### config.mk
export PLATFORM = sky130hd
export DESIGN_NAME = alu
export DESIGN_NICKNAME = d
export VERILOG_FILES = /design/src/rtl/alu_pkg.sv /design/src/rtl/alu_shifter.sv /design/src/rtl/alu.sv
export SDC_FILE = /design/constraint.sdc
export NUM_CORES = 1
export LEC_CHECK = 0
export CAP_MARGIN = 40
export CORE_MARGIN = 1
export CORE_UTILIZATION = 50
export DETAILED_ROUTE_END_ITERATION = 6
export PLACE_DENSITY_LB_ADDON = 0.2
export SLEW_MARGIN = 20
export SYNTH_ARGS = -nofsm -noshare
export SYNTH_HDL_FRONTEND = slang
export SYNTH_SLANG_ARGS = --single-unit
export TNS_END_PERCENT = 5
### constraint.sdc
create_clock -name clk -period 4.65 [get_ports clk]
set_input_delay 0.6975 -clock clk [delete_from_list [all_inputs] [get_ports clk]]
set_output_delay 0.6975 -clock clk [all_outputs]
set_load 0.03 [all_outputs]
### src/rtl/alu_pkg.sv
// rtl/alu_pkg.sv - shared widths and op-code enum for the alu block
// Contents:
//   DATA_W : operand/result width (16)
//   SH_W   : shift-amount width (4)
//   op_e   : 5-bit op-code enum; codes 0x10..0x1F are undefined
package alu_pkg;

  localparam int DATA_W = 16;
  localparam int SH_W   = 4;

  typedef enum logic [4:0] {
    OP_PASS_A = 5'h00,
    OP_PASS_B = 5'h01,
    OP_ADD    = 5'h02,
    OP_SUB    = 5'h03,
    OP_ADC    = 5'h04,
    OP_SBC    = 5'h05,
    OP_INC    = 5'h06,
    OP_DEC    = 5'h07,
    OP_NEG    = 5'h08,
    OP_LOGIC  = 5'h09,
    OP_SHL    = 5'h0A,
    OP_SHR    = 5'h0B,
    OP_SAR    = 5'h0C,
    OP_ROL    = 5'h0D,
    OP_ROR    = 5'h0E,
    OP_MUL    = 5'h0F
  } op_e;

endpackage

### src/rtl/alu_shifter.sv
// rtl/alu_shifter.sv - combinational shift/rotate unit for the alu
// Ports:
//   op     in  5        op code; only SHL/SHR/SAR/ROL/ROR are acted on
//   a      in  DATA_W   value to shift
//   sh_off in  SH_W     shift/rotate amount 0..15
//   result out DATA_W   shifted/rotated value (a for other ops or sh_off=0)
//   shout  out 1        last bit shifted/rotated out (0 when sh_off=0)
module alu_shifter
  import alu_pkg::*;
(
  input  logic [4:0]        op,
  input  logic [DATA_W-1:0] a,
  input  logic [SH_W-1:0]   sh_off,
  output logic [DATA_W-1:0] result,
  output logic              shout
);

  // inv = DATA_W - sh_off; used both as the complementary rotate amount
  // and as the index of the last bit leaving the top on left shifts.
  logic [SH_W:0]   inv;
  logic [SH_W-1:0] lo_idx;
  logic            hi_bit;
  logic            lo_bit;

  assign inv    = (SH_W+1)'(DATA_W) - {1'b0, sh_off};
  assign lo_idx = sh_off - SH_W'(1);
  assign hi_bit = a[inv[SH_W-1:0]];
  assign lo_bit = a[lo_idx];

  always_comb begin
    result = a;
    shout  = 1'b0;
    case (op)
      OP_SHL: begin
        result = a << sh_off;
        shout  = hi_bit;
      end
      OP_SHR: begin
        result = a >> sh_off;
        shout  = lo_bit;
      end
      OP_SAR: begin
        result = $signed(a) >>> sh_off;
        shout  = lo_bit;
      end
      OP_ROL: begin
        // a >> 16 is zero, so sh_off=0 naturally returns a
        result = (a << sh_off) | (a >> inv);
        shout  = hi_bit;
      end
      OP_ROR: begin
        result = (a >> sh_off) | (a << inv);
        shout  = lo_bit;
      end
      default: begin
        result = a;
        shout  = 1'b0;
      end
    endcase
    // hi_bit/lo_bit index garbage positions when nothing moves
    if (sh_off == '0) shout = 1'b0;
  end

endmodule

### src/rtl/alu.sv
// rtl/alu.sv - 16-bit single-cycle-latency ALU with carry/overflow flags
// Ports:
//   clk           in  1   rising-edge clock
//   rst_n         in  1   asynchronous active-low reset
//   en            in  1   operation valid
//   a, b          in  16  operands
//   i_dst         in  4   destination tag, registered to o_dst
//   sh_off        in  4   shift/rotate amount
//   truth_table   in  4   per-bit function for LOGIC, indexed by {a[i],b[i]}
//   op            in  5   op code (alu_pkg::op_e)
//   flag_carry    out 1   registered carry/borrow
//   flag_overflow out 1   registered signed overflow
//   out_en        out 1   one-cycle result strobe
//   out           out 16  registered result
//   o_dst         out 4   registered destination tag
module alu
  import alu_pkg::*;
(
  input  logic              clk,
  input  logic              rst_n,
  input  logic              en,
  input  logic [DATA_W-1:0] a,
  input  logic [DATA_W-1:0] b,
  input  logic [3:0]        i_dst,
  input  logic [SH_W-1:0]   sh_off,
  input  logic [3:0]        truth_table,
  input  logic [4:0]        op,
  output logic              flag_carry,
  output logic              flag_overflow,
  output logic              out_en,
  output logic [DATA_W-1:0] out,
  output logic [3:0]        o_dst
);

  logic [DATA_W-1:0] sh_res;
  logic              sh_out;
  logic [DATA_W-1:0] res;
  logic              res_c;
  logic              res_v;
  logic [DATA_W:0]   t;

  alu_shifter u_shifter (
    .op     (op),
    .a      (a),
    .sh_off (sh_off),
    .result (sh_res),
    .shout  (sh_out)
  );

  // Add/sub use a 17-bit intermediate; bit 16 is carry for adds and
  // borrow for subtracts (the 17-bit difference wraps when negative).
  always_comb begin
    res   = '0;
    res_c = 1'b0;
    res_v = 1'b0;
    t     = '0;
    case (op)
      OP_PASS_A: res = a;
      OP_PASS_B: res = b;
      OP_ADD, OP_ADC: begin
        t     = {1'b0, a} + {1'b0, b}
                + {{DATA_W{1'b0}}, (op == OP_ADC) & flag_carry};
        res   = t[DATA_W-1:0];
        res_c = t[DATA_W];
        res_v = (a[DATA_W-1] == b[DATA_W-1]) && (res[DATA_W-1] != a[DATA_W-1]);
      end
      OP_SUB, OP_SBC: begin
        t     = {1'b0, a} - {1'b0, b}
                - {{DATA_W{1'b0}}, (op == OP_SBC) & flag_carry};
        res   = t[DATA_W-1:0];
        res_c = t[DATA_W];
        res_v = (a[DATA_W-1] != b[DATA_W-1]) && (res[DATA_W-1] != a[DATA_W-1]);
      end
      OP_INC: begin
        t     = {1'b0, a} + (DATA_W+1)'(1);
        res   = t[DATA_W-1:0];
        res_c = t[DATA_W];
        res_v = ~a[DATA_W-1] & res[DATA_W-1];
      end
      OP_DEC: begin
        t     = {1'b0, a} - (DATA_W+1)'(1);
        res   = t[DATA_W-1:0];
        res_c = t[DATA_W];
        res_v = a[DATA_W-1] & ~res[DATA_W-1];
      end
      OP_NEG: begin
        // only 0x8000 negates to itself with the sign still set
        t     = '0 - {1'b0, a};
        res   = t[DATA_W-1:0];
        res_c = t[DATA_W];
        res_v = a[DATA_W-1] & res[DATA_W-1];
      end
      OP_LOGIC: begin
        for (int i = 0; i < DATA_W; i++) res[i] = truth_table[{a[i], b[i]}];
      end
      OP_SHL, OP_SHR, OP_SAR, OP_ROL, OP_ROR: begin
        res   = sh_res;
        res_c = sh_out;
      end
      OP_MUL: res = a * b;
      default: begin
        res   = '0;
        res_c = 1'b0;
        res_v = 1'b0;
      end
    endcase
  end

  always_ff @(posedge clk or negedge rst_n) begin
    if (!rst_n) begin
      out           <= '0;
      o_dst         <= '0;
      flag_carry    <= 1'b0;
      flag_overflow <= 1'b0;
      out_en        <= 1'b0;
    end else if (en) begin
      out           <= res;
      o_dst         <= i_dst;
      flag_carry    <= res_c;
      flag_overflow <= res_v;
      out_en        <= 1'b1;
    end else begin
      out_en        <= 1'b0;
    end
  end

endmodule

# == Word level (Yosys, flattened, before mapping) ==
# Cells that the tools add are included.
# word_totals
regBits,23
inputBits,52
output_inout_bits,23
word_cells,118
# classes
n_addsub,9
mul,1
magnitude_cmp,18
eq_ne,19
shift,5
n_mux,43
n_bitwise,9
reduce_logical,9
# ops
op,count
$pmux W16 S10,1
$pmux W16 S5,1
$lt A2 B3 Y1 const B,16
$eq A5 B4 Y1 const B,8
$bmux W1 S2,16
$or A16 B16 Y16,2
$eq A5 B3 Y1 const B,4
$mux W1,20
$add A16 B1 Y17 const B,1
$add A16 B16 Y17,1
$add A17 B1 Y17,1
$sub A1 B16 Y17 const A,1
$sub A16 B1 Y17 const B,1
$sub A16 B16 Y17,1
$sub A17 B1 Y17,1
$mul A16 B16 Y16,1
$shl A16 B4 Y16,1
$shl A16 B5 Y16,1
$shr A16 B4 Y16,1
$shr A16 B5 Y16,1
$sshr A16 B4 Y16,1
$eq A5 B2 Y1 const B,2
$lt A4 B5 Y1 const B,2
$bmux W1 S4,2
16 further kinds,26

# == Depth between registers and ports, before layout ==
# Gate-level depths: netlist of run 1.
# logic_depth
word_depth,6
ltp_mapped,25
ltp_nobuf,22

# == Cells and area by module ==
# A second synthesis of run 1 with hierarchy kept.
# unflattened
hier_cells,1541
hier_area_um2,12364.4
# modules_own_cells
module,n_inst,cells_each,area_each_um2,seq_area_each_um2
alu,1,1085,8628.3,575.6
alu_shifter,1,456,3736.1,0.0

# == Least setup slack after synthesis of run 1 ==
# Ideal clock, no wire load.
# synth_path
path_kind,in2reg
startpoint,in a[4]
endpoint,reg out[14]
setup_time_ps,129
t_arrival_ps,6244
t_required_ps,4521
setup_slack_ps,-1723
stages,21
n_path_buf,3
cell_sequence,clkbuf_1 -> clkbuf_1 -> clkbuf_1 -> nand2_1 -> fa_1 -> inv_1 -> fa_1 -> fa_1 -> fa_1 -> fa_1 -> inv_1 -> fa_1 -> inv_1 -> ha_1 -> a21oi_1 -> o22ai_1 -> a221oi_1 -> nand4_1 -> a2111oi_1 -> o21ai_1 -> o41a_1
# synth_via
elab_chain_len,4
elab_cells_between_ends,17
cone_classes,add/sub: 7; mul: 1; shift: 5; mux: 2; bitwise: 2
# synth_lines
item,line_no,rtl
"start, declared",alu.sv:22,"input logic [DATA_W-1:0] a,"
branches (longest 3 deep; another with $mul A16 B16 Y16),n/a,
$pmux W16 S10 (*),alu.sv:57,case (op)
"end signal, assigned",alu.sv:117,out <= res;
"end, declared",alu.sv:31,"output logic [DATA_W-1:0] out,"
# Every way passes the cells marked *.
# A chain may end at the register's enable or synchronous reset.

# == Worst setup path in the final report of run 1 ==
# layout_path
startpoint,in a[8]
endpoint,reg out[14]
# The elaborated chain is that of the path after synthesis.

==> results by group, run 1 <==
Status
  – Status: complete, but fails checks
  – Failing checks: setup timing

Finish
  – Layout Cells excl Fill: 1964
  – Nets@finish: 1916
  – # diodes: 0
  – Layout cells sized above 1: 19.7%
  – P&R area growth vs syn: 21.3%
  – Post-route design area: 14100 µm²
  – Final core occ: 61.9%

Synth
  – EDFF count, synth: 0
  – Syn_area_per_cell: 7.73 µm²
  – Syn_nets: 1736
  – Mapped Area: between 10000 and 15000 µm²
  – Largest area contributor in the netlist: fa_1
  – Register area share after synthesis: between 4 and 5%
  – Synth Area in Simple Gates: 20.8%
  – Synth Area in Compound Gates: 18.6%
  – Syn. warnings: 0
  – Post-synthesis mux area share: between 10% and 20%
  – Post-Synthesis Cells: 1500
  – Post-synth ARST share: 100%
  – #FFs+latches synth: 23
  – Main synth FF type: dfrtp_1
  – Distinct cells, synth: 93
  – Largest family of logic cells by synthesized area: adder cells
  – Synth Area in Adders: 25.2%
  – Synth Area in XOR/XNOR: under 10%
  – Synth top area share: 14.3%
  – Synth area leaders: fa_1 (14%), ha_1 (11%), mux4_2 (8.2%), inv_1 (5.4%), xnor2_1 (5.1%)

Clock tree
  – Clk buf depth: 2
  – CTS tree: built
  – Sink Count: 23
  – Clk_lat worst skew: 0.26 ns
  – Clock Tree Root: clkbuf_16
  – Total CTS buffers: 3
  – Reg clk slew, reported paths: 0.07 ns
  – Setup Fix Bufs, Post-CTS: 0
  – Max H-tree Level: 1

GRT
  – GRT Util Overall: roughly 45%
  – Initial antenna violation count: 1
  – Grt total ovfl: 0
  – Global-route wire length before repair: 79.0 mm
  – Largest net degree at the start of global routing: 39
  – Number of global-route vias before repair: 12700

Critical path
  – Most common cell on crit path: fa_1
  – Worst reg2reg setup slack: roughly 0.95 ns
  – Worst reg2reg path depth: 13
  – Max FO, Critical Path: 7
  – Max stage delay on crit path: 0.51 ns
  – CP required: 4.80 ns
  – Worst setup EP type: flop
  – Worst r2r dst: flag_overflow
  – Slowest stage cell, crit path: fa_1
  – Worst setup path startpoint: a[8]
  – Crit path kind: in -> reg
  – Critical Path AT: 6.16 ns
  – Buf+Inv Stages, Crit Path: 6
  – Cell family with most CP delay: adder cells
  – Worst setup SP type: input port
  – Worst r2r src: flag_carry
  – CP Cell Sequence: clkdlybuf4s50_1 -> buf_6 -> and2_4 -> fa_1 -> inv_1 -> fa_1 -> inv_1 -> fa_1 -> fa_1 -> fa_1 -> inv_1 -> fa_1 -> inv_2 -> ha_4 -> a21oi_2 -> o22ai_1 -> a221oi_1 -> nand4_1 -> a2111oi_2 -> o21ai_1 -> o41a_1

Placement
  – Post-DP Area: 13900 µm²
  – Dpl cells: 1959
  – Hpwl dp: about 42 mm
  – Global placer's final weighted congestion: 1.11
  – I/O Buffers: 74

Drt
  – Drt first pass iters: 6
  – Via count: 12900
  – Residual DRC count: 0
  – Per-cell routed wire length: 26.7 µm
  – Wirelength, routed: ~52 mm
  – Final antenna-violating net count: 0
  – Initial DRC count: ~1600
  – Vias per Instance: 6.55

Floorplanning
  – Core area: 22700 µm²
  – Starting density of the core: between 50% and 60%
  – Die height: 154 µm
  – Die Wd: ~150 µm
  – Die area: ~24000 µm²
  – # rows: 55
  – IO Pins: between 70 and 80

Timing
  – Final Cycle Share: 129%
  – Worst Setup Slack, final: -1.36 ns
  – Final Hold Vio Count: 0
  – Max frequency: roughly 0.17 GHz
  – Worst hold slack: roughly 0.51 ns
  – Clk_skew: 0.00404 ns
  – Setup Viol. Count Final: 11
  – Worst slew pin tran: 1.17 ns
  – Min cycle time layout: 6.01 ns
  – Headroom to the max-slew limit: 22.2%
  – Fin. max-slew vios: 0
  – RSZ-0062 raised after global routing: true

Hold path
  – Hold_sp: o_dst[0]
  – Hold depth: 1
  – WHS Endpoint: o_dst[0]
  – HP Class: reg -> reg

Flow run
  – # Max-Cap Violations: 0

Power and ir drop
  – Peak VDD IR: 0.333 mV
  – Leakage power: 6.23 nW
  – Pwr per Cell Area: 374 nW/µm²
## flip-flops by register name (all words and copies together) (netlist names)
signal	cells
flag_overflow	1
out	16
flag_carry	1
out_en	1
o_dst	4
## routing by layer
metal / vias up / global-route usage [%] / wire (µm)
met2: 848 / 71.2 / 23100
met3: 254 / 9.75 / 5510
li1: 5597 / - / -
met1: 6171 / 54.5 / 19300
met4: 2 / 31.4 / 4530
met5: - / 0 / 13
## cell type report
type	instances	area (µm²)
clock buffers	3	75.1
clock inverters	1	5.00
fillers	2086	8650
inverters	172	647
multi-input cells	1200	10100
flip-flops and latches	23	576
well taps	285	357
repair buffers	280	2320
## placed cells by master, fill, tap and decap left out, types with 7 or more instances in the layout
cell,instances
o21ai_0,38
o22ai_1,20
nor2b_1,13
nor3_1,30
o211ai_1,13
nand2b_1,12
and3_1,9
a211oi_1,12
mux2i_1,44
inv_1,164
mux2_2,9
nand3_1,34
buf_4,197
fa_1,79
a21oi_2,7
clkdlybuf4s50_1,57
nand4_1,8
mux4_2,42
a31oi_1,16
and2_1,51
ha_1,94
nor2_1,144
xnor2_1,67
a221oi_1,19
nand2_1,156
dfrtp_1,23
a21o_1,8
xor2_1,17
dlygate4sd2_1,11
a22oi_1,11
a21oi_1,85
## power by group
part	switching, mW	internal (mW)
combinational	2.56	2.26
clock	0.0791	0.116
sequential	0.0190	0.227
## kinds of logic after synthesis
group	Yosys count
compound gates	319
fa+ha+maj	184
simple gates	507
mux	101
xor+xnor	89
buf+inv	277
flops	23
## synthesized netlist by cell type (6+ instances only)
cell / count
inv_1: 166
nand2_1: 156
nor2_1: 146
ha_1: 101
a21oi_1: 92
fa_1: 83
clkbuf_1: 68
xnor2_1: 68
and2_1: 55
mux2i_1: 44
mux4_2: 42
o21ai_0: 40
nand3_1: 35
nor3_1: 30
dfrtp_1: 23
o22ai_1: 20
a221oi_1: 19
xor2_1: 19
a31oi_1: 17
buf_2: 15
buf_1: 14
nor2b_1: 13
o211ai_1: 13
a211oi_1: 12
a22oi_1: 12
nand2b_1: 12
and3_1: 9
mux2_2: 9
a21o_1: 8
nand4_1: 8
nor4_1: 8
o2111ai_1: 6
o31ai_1: 6
## worst register-to-register path: stages (launching register included)
cell and delay [ns]:
dfrtp_1 0.41, nand3_1 0.28, fa_1 0.51, ha_1 0.30, o21ai_0 0.09, buf_4 0.15, a211oi_2 0.18, buf_4 0.18
o221ai_2 0.12, o21ai_1 0.27, mux2i_1 0.30, and4_1 0.22, or4b_1 0.44, a31oi_1 0.18
## repair_timing
| item | CTS | global route |
|---|---|---|
| pin swaps | 4 | 10 |
| resized for setup | 30 | 18 |
| hold buffers | 0 | 0 |
| setup endpoints to repair | 12 | 12 |
## through the flow
stage          setup TNS, ns  power, mW  setup slack [ns]
3_5_place_dp          -16.33       4.80             -1.79
6_report               -9.97       5.26             -1.36
2_1_floorplan          -6.84       2.99             -1.11
4_1_cts               -10.27       5.03             -1.35
3_3_place_gp          -15.58       4.65             -1.65
5_1_grt               -11.80       5.64             -1.58
## how the worst max path moves through the flow
stage	slack, ns	cells past startpoint	to
after global routing	-1.58	21	out[14]
after floorplan	-1.11	21	out[14]
final	-1.36	21	out[14]
after detailed placement	-1.79	19	out[14]
after CTS	-1.35	21	out[14]
after global placement	-1.65	21	out[15]
(Power assumes the default switching activity.)
==> run 2, diff against run 1 <==
==> constraint.sdc (replaced) <==
create_clock -name clk -period 5.2 [get_ports clk]
set_input_delay 0.78 -clock clk [delete_from_list [all_inputs] [get_ports clk]]
set_output_delay 0.78 -clock clk [all_outputs]
set_load 0.03 [all_outputs]
==> run 2 against run 1 <==
The run still ends with setup timing left. Critical path depth is the same. Sequential cell count stayed put. Worst setup slack better by 0.64 ns. Via count down 0.81%. Design area is 1.4% lower. Power down 8.0%. Wire length is essentially flat. Utilization shrank 0.84 points. Critical path type unchanged. Critical endpoint unchanged.
==> results by group, run 2 (synthesis gave the netlist of run 1 again) <==
Critical path
  – Worst setup path startpoint: a[13]
  – Crit path kind: in -> reg
  – Worst setup SP type: input port
  – Worst setup EP type: flop
  – Buf+Inv Stages, Crit Path: 6
  – Max FO, Critical Path: 5
  – Worst r2r dst: flag_overflow
  – Setup crit end: out[14]
  – Max stage delay on crit path: between 0.5 and 0.6 ns
  – CP required: 5.36 ns
  – Most common cell on crit path: fa_1
  – Slowest stage cell, crit path: fa_1
  – Worst reg2reg path depth: 11
  – Instance count on the critical path: 21
  – CP Cell Sequence: clkdlybuf4s50_1 -> inv_1 -> nor2_1 -> fa_1 -> inv_1 -> fa_1 -> inv_1 -> fa_1 -> fa_1 -> inv_1 -> fa_1 -> fa_1 -> inv_1 -> ha_4 -> nand2b_4 -> o22ai_2 -> a221oi_2 -> nand4_1 -> a2111oi_2 -> o21ai_1 -> o41a_1
  – Critical Path AT: 6.08 ns
  – Cell family with most CP delay: adder cells
  – Worst r2r src: flag_carry
  – Worst reg2reg setup slack: ~1.5 ns

Finish
  – Layout cells sized above 1: between 10% and 20%
  – Most flop-heavy register: out
  – Commonest non-fill, non-tap cells in the layout: inv_1 (164), buf_4 (158), nand2_1 (156)
  – FF+latch area: 576 µm²
  – Max reg flops: 16
  – Layout Cells excl Fill: 1928
  – Fill cell count: ~2100
  – Biggest regs: out x16, o_dst x4
  – Multi-input gate area: 10100 µm²
  – # diodes: 0
  – Commonest non-fill, non-tap cell in the layout: inv_1
  – Nets@finish: 1880
  – P&R area growth vs syn: 19.7%

Clock tree
  – CTS tree: built
  – Clk_lat worst skew: 0.27 ns
  – Reg clk slew, reported paths: 0.07 ns
  – Clk buf depth: 2
  – Clock Tree Root: clkbuf_16
  – Post-CTS Hold Fix Bufs: 0
  – Total CTS buffers: 3
  – Sink Count: 23
  – Max H-tree Level: 1

Drt
  – Wirelength, routed: 52.4 mm
  – Per-cell routed wire length: around 27 µm
  – Residual DRC count: 0
  – Initial DRC count: 1430
  – Final antenna-violating net count: 0
  – Drt first pass iters: 6
  – Via count: 12800
  – Vias per Instance: approximately 6.6

Power and ir drop
  – Pwr per Cell Area: ~350 nW/µm²
  – Leakage power: 6.13 nW
  – Peak VDD IR: roughly 0.48 mV

Placement
  – Dpl cells: just under 2000
  – I/O Buffers: 74
  – Global placer's final weighted congestion: 1.05
  – Hpwl dp: 41.5 mm
  – Setup Slack @ Placement: -1.34 ns

GRT
  – GRT Util Overall: 44.9%
  – Grt total ovfl: 0
  – Number of global-route vias before repair: 12700
  – Largest net degree at the start of global routing: 61
  – Initial antenna violation count: 0
  – Global-route wire length before repair: 79.3 mm

Flow run
  – # Max-Cap Violations: 0

Floorplanning
  – Core area: 22700 µm²
  – Starting density of the core: 51.0%
  – # rows: 55
  – Die Wd: 154 µm
  – Die area: 23800 µm²
  – IO Pins: 75
  – Die height: 154 µm

Timing
  – Clk_skew: 0.0104 ns
  – Min cycle time layout: 5.92 ns
  – Final Hold Vio Count: 0
  – Setup Viol. Count Final: 9
  – Headroom to the max-slew limit: 37.6%
  – Fin. max-slew vios: 0
  – Sum Neg Setup Slack: -5.07 ns
  – Worst slew pin tran: 0.933 ns
  – RSZ-0062 raised after global routing: true
  – Max frequency: 0.169 GHz
  – Worst Setup Slack, final: -0.725 ns
  – Worst hold slack: 0.514 ns
  – Final Cycle Share: 114%

Status
  – Failing checks: setup timing
  – Status: complete, but fails checks

Hold path
  – HP Class: reg -> reg
[run 2: power breakdown]
part | internal (mW) | switching, mW
registers | 0.203 | 0.0174
clock network | 0.104 | 0.0752
logic | 2.08 | 2.36
[run 2: final cells by class]
| type | instances | share of cell area, % |
|---|---|---|
| clock inverter | 1 | 0.0361 |
| multi-input combinational | 1200 | 72.8 |
| timing repair buffer | 244 | 15.2 |
| inverter | 172 | 4.66 |
| tap | 285 | 2.57 |
| sequential | 23 | 4.15 |
| clock buffer | 3 | 0.541 |
[run 2: metal layers]
metal  part of all wire (%)  global-route usage [%]  up-vias
met4                    7.9                    29.7        0
met5                      0                       0        -
met1                     36                    55.3     6093
met3                     11                    8.43      247
li1                       -                       -     5541
met2                     45                    72.1      887
[run 2: metrics by stage]
step | total power, mW | instance area (µm²) | util (%)
after global routing | 5.15 | 13900 | 61.1
after global placement | 4.15 | 13600 | 59.8
after detailed placement | 4.24 | 13600 | 59.9
after CTS | 4.69 | 13800 | 60.8
final | 4.84 | 13900 | 61.1
after floorplan | 2.67 | 11800 | -
[run 2: worst min path at each step]
stage | startpoint | endpoint | cells after the start
final | o_dst[1] | o_dst[1] | 1
after global routing | o_dst[3] | o_dst[3] | 1
after CTS | o_dst[1] | o_dst[1] | 1
after detailed placement | o_dst[1] | o_dst[1] | 1
after global placement | o_dst[3] | o_dst[3] | 1
after floorplan | rst_n | flag_carry | 0
[run 2: worst reg2reg max path, delay by kind of cell, from the launching register on]
family	cells	cell delay, ns
compound gates	5	1.31
simple gates	3	0.88
fa+ha+maj	2	0.75
flops	1	0.42
mux	1	0.29
[run 2: what timing repair did]
item | in CTS | in global routing
endpoints found under the setup margin | 11 | 11
pin swaps | 13 | 1
gates resized for setup | 47 | 9
setup buffers | 1 | 0
cloned | 0 | 0
==> run 3, diff against run 2 <==
--- a/config.mk
+++ b/config.mk
@@ -9,9 +9,11 @@
 export CORE_MARGIN = 1
 export CORE_UTILIZATION = 50
 export DETAILED_ROUTE_END_ITERATION = 6
+export HOLD_SLACK_MARGIN = 0.03
 export PLACE_DENSITY_LB_ADDON = 0.2
 export SLEW_MARGIN = 20
 export SYNTH_ARGS = -nofsm -noshare
 export SYNTH_HDL_FRONTEND = slang
+export SYNTH_HIERARCHICAL = 1
 export SYNTH_SLANG_ARGS = --single-unit
 export TNS_END_PERCENT = 5
==> run 3 against run 2 <==
The flow still finishes with violations (setup timing). Worst setup slack better by 0.22 ns. Sequential cell count is the same. Wire length increased by 2.2%. First-iteration DRC count grew 22%. Clock skew decreased by 0.0087 ns. Worst hold slack got worse by 0.0065 ns. Via count increased by 5.6%. Critical endpoint is now out[15].
==> results by group, run 3 <==
Status
  – Status: complete, but fails checks
  – Failing checks: setup timing

Critical path
  – Critical Path AT: ~5.9 ns
  – Worst setup SP type: input port
  – Max FO, Critical Path: 5
  – CP required: 5.38 ns
  – Crit path kind: in -> reg
  – Worst setup EP type: flop

Clock tree
  – Post-CTS Hold Fix Bufs: 0
  – Max H-tree Level: 1
  – Clock Tree Root: clkbuf_16
  – CTS tree: built
  – Clk buf depth: 2
  – Total CTS buffers: 3
  – Sink Count: 23
  – Clk_lat worst skew: ~0.26 ns
  – Reg clk slew, reported paths: 0.07 ns

Synth
  – Post-Synthesis Cells: 1541
  – Synth top area share: 13.4%
  – Post-synth ARST share: 100%
  – EDFF count, synth: 0
  – Syn_nets: 1777
  – Top-count cell post-synth: inv_1
  – Distinct cells, synth: 105
  – Register area share after synthesis: under 10%
  – #FFs+latches synth: 23
  – Main synth FF type: dfrtp_1
  – Mapped Area: 12400 µm²
  – Syn. warnings: 6
  – Synth top cells by count: inv_1 (173), nand2_1 (164), nor2_1 (129)
  – Largest area contributor in the netlist: fa_1
  – Syn_area_per_cell: 8.02 µm²
  – Synth area leaders: fa_1 (13%), mux4_2 (12%), ha_1 (10%), xnor2_1 (5.5%), inv_1 (5.3%)

Finish
  – Max reg flops: 16
  – # diodes: 0
  – Commonest non-fill, non-tap cells in the layout: buf_4 (204), inv_1 (160), nand2_1 (154)
  – Most flop-heavy register: out
  – Layout Cells excl Fill: 2061
  – Biggest regs: out x16, o_dst x4
  – P&R area growth vs syn: 24.9%
  – Commonest non-fill, non-tap cell in the layout: buf_4
  – Nets@finish: roughly 2000
  – Layout cells sized above 1: a little over a quarter
  – Final core occ: 63.5%

Timing
  – Setup Viol. Count Final: 9
  – Worst slew pin tran: roughly 0.89 ns
  – Max frequency: 0.175 GHz
  – Clk_skew: 0.00173 ns
  – Final Hold Vio Count: 0
  – Min cycle time layout: 5.71 ns
  – RSZ-0062 raised after global routing: true
  – Headroom to the max-slew limit: 39.9%
  – Fin. max-slew vios: 0
  – Worst Setup Slack, final: -0.507 ns
  – Worst hold slack: a little over 0.5 ns
  – Final Cycle Share: 110%

Floorplanning
  – Die area: 25400 µm²
  – # rows: 57
  – Die Wd: 159 µm
  – IO Pins: 75
  – Starting density of the core: 50.8%
  – Die height: about 160 µm
  – Core area: between 20000 and 25000 µm²

Flow run
  – # Max-Cap Violations: 0

Drt
  – Residual DRC count: 0
  – Final antenna-violating net count: 0
  – Drt first pass iters: 6
  – Initial DRC count: ~1700
  – Vias per Instance: 6.54
  – Per-cell routed wire length: around 26 µm
  – Via count: between 10000 and 15000
  – Wirelength, routed: 53.6 mm

Placement
  – Global placer's final weighted congestion: 0.980
  – Dpl cells: roughly 2000
  – Hpwl dp: between 40 and 50 mm
  – I/O Buffers: 74
  – Setup Slack @ Placement: -1.60 ns

Power and ir drop
  – Pwr per Cell Area: around 350 nW/µm²
  – Peak VDD IR: 0.533 mV
  – Power Total: 5.41 mW
  – Leakage power: 6.59 nW

Hold path
  – HP Class: reg -> reg

GRT
  – GRT Util Overall: 41.6%
  – Global-route wire length before repair: 80.6 mm
  – Grt total ovfl: 0
  – Largest net degree at the start of global routing: 56
  – Initial antenna violation count: 1
  – Number of global-route vias before repair: 13300
==> run 3: cell count changes in the layout (fill, tap and decap cells not counted), moves of 16 or more <==
cell / before / now
nor2_1: 145 / 127
ha_1: 95 / 79
a21oi_1: 86 / 60
mux4_2: 42 / 64
buf_4: 158 / 204
buf_6: 4 / 25
and2_1: 52 / 36
==> run 3: cell families (layout without fill, tap and decap cells) <==
kind of cell    Yosys count  after routing  share of synthesized area, %
simple gates            518            518                          20.6
compound gates          318            318                          18.3
buf+inv                 290            486                          9.81
fa+ha+maj               184            184                          23.7
mux                     122            122                          16.6
xor+xnor                 86             86                          6.44
flops                    23             23                          4.65
==> run 3: routing by layer <==
metal / part of all wire [%] / track usage, %
met2: 45 / 64.9
met3: 11 / 8.57
met4: 4.9 / 17.7
met5: 0 / 0
met1: 40 / 56.0
==> run 3: cell type report <==
| class | count | area (µm²) |
|---|---|---|
| clock buffers | 3 | 75.1 |
| clock inverters | 1 | 5.00 |
| fillers | 2125 | 8880 |
| inverters | 175 | 661 |
| multi-input cells | 1228 | 11100 |
| flip-flops and latches | 23 | 576 |
| well taps | 324 | 405 |
| repair buffers | 307 | 2610 |
==> run 3: worst max-delay path, stage by stage <==
cell	delay, ns
dlygate4sd2_1	0.26
buf_6	0.14
and2_4	0.15
fa_1	0.54
inv_1	0.06
fa_1	0.55
inv_1	0.05
ha_2	0.19
fa_1	0.49
fa_1	0.49
inv_1	0.06
fa_1	0.55
inv_2	0.07
ha_4	0.31
o211ai_1	0.09
buf_4	0.16
buf_12	0.12
a21oi_4	0.18
nand3b_1	0.18
and3_4	0.21
o21ai_4	0.07
a31oi_1	0.18
==> run 3: worst paths after layout <==
kind	endpoint	start	slack [ns]	cells past startpoint
worst max-delay path	out[15]	a[2]	-0.51	22
worst min-delay path	o_dst[3]	o_dst[3]	0.51	1
worst max register to register	flag_carry	flag_carry	1.47	14
worst min register to register	o_dst[3]	o_dst[3]	0.51	1
max in group asynchronous	out[8]	rst_n	4.06	2
min in group asynchronous	out_en	rst_n	0.88	2
==> run 3: power by group <==
group          switching (mW)  leakage [nW]  internal (mW)
registers              0.0138         0.279          0.203
clock network          0.0763        0.0409          0.104
logic                    2.64          6.27           2.38
total                    2.73          6.59           2.68
==> run 3: timing repair <==
action,4_1_cts,5_1_grt
endpoints found under the setup margin,11,13
pin swaps,56,70
setup buffers,40,13
resized for setup,136,69
==> run 3: through the flow <==
stage               cell area, µm²  setup TNS [ns]
floorplan                    12500           -1.15
global placement             14400          -10.19
detailed placement           14400          -10.56
CTS                          15100           -2.75
global route                 15400           -3.93
finish                       15400           -2.47
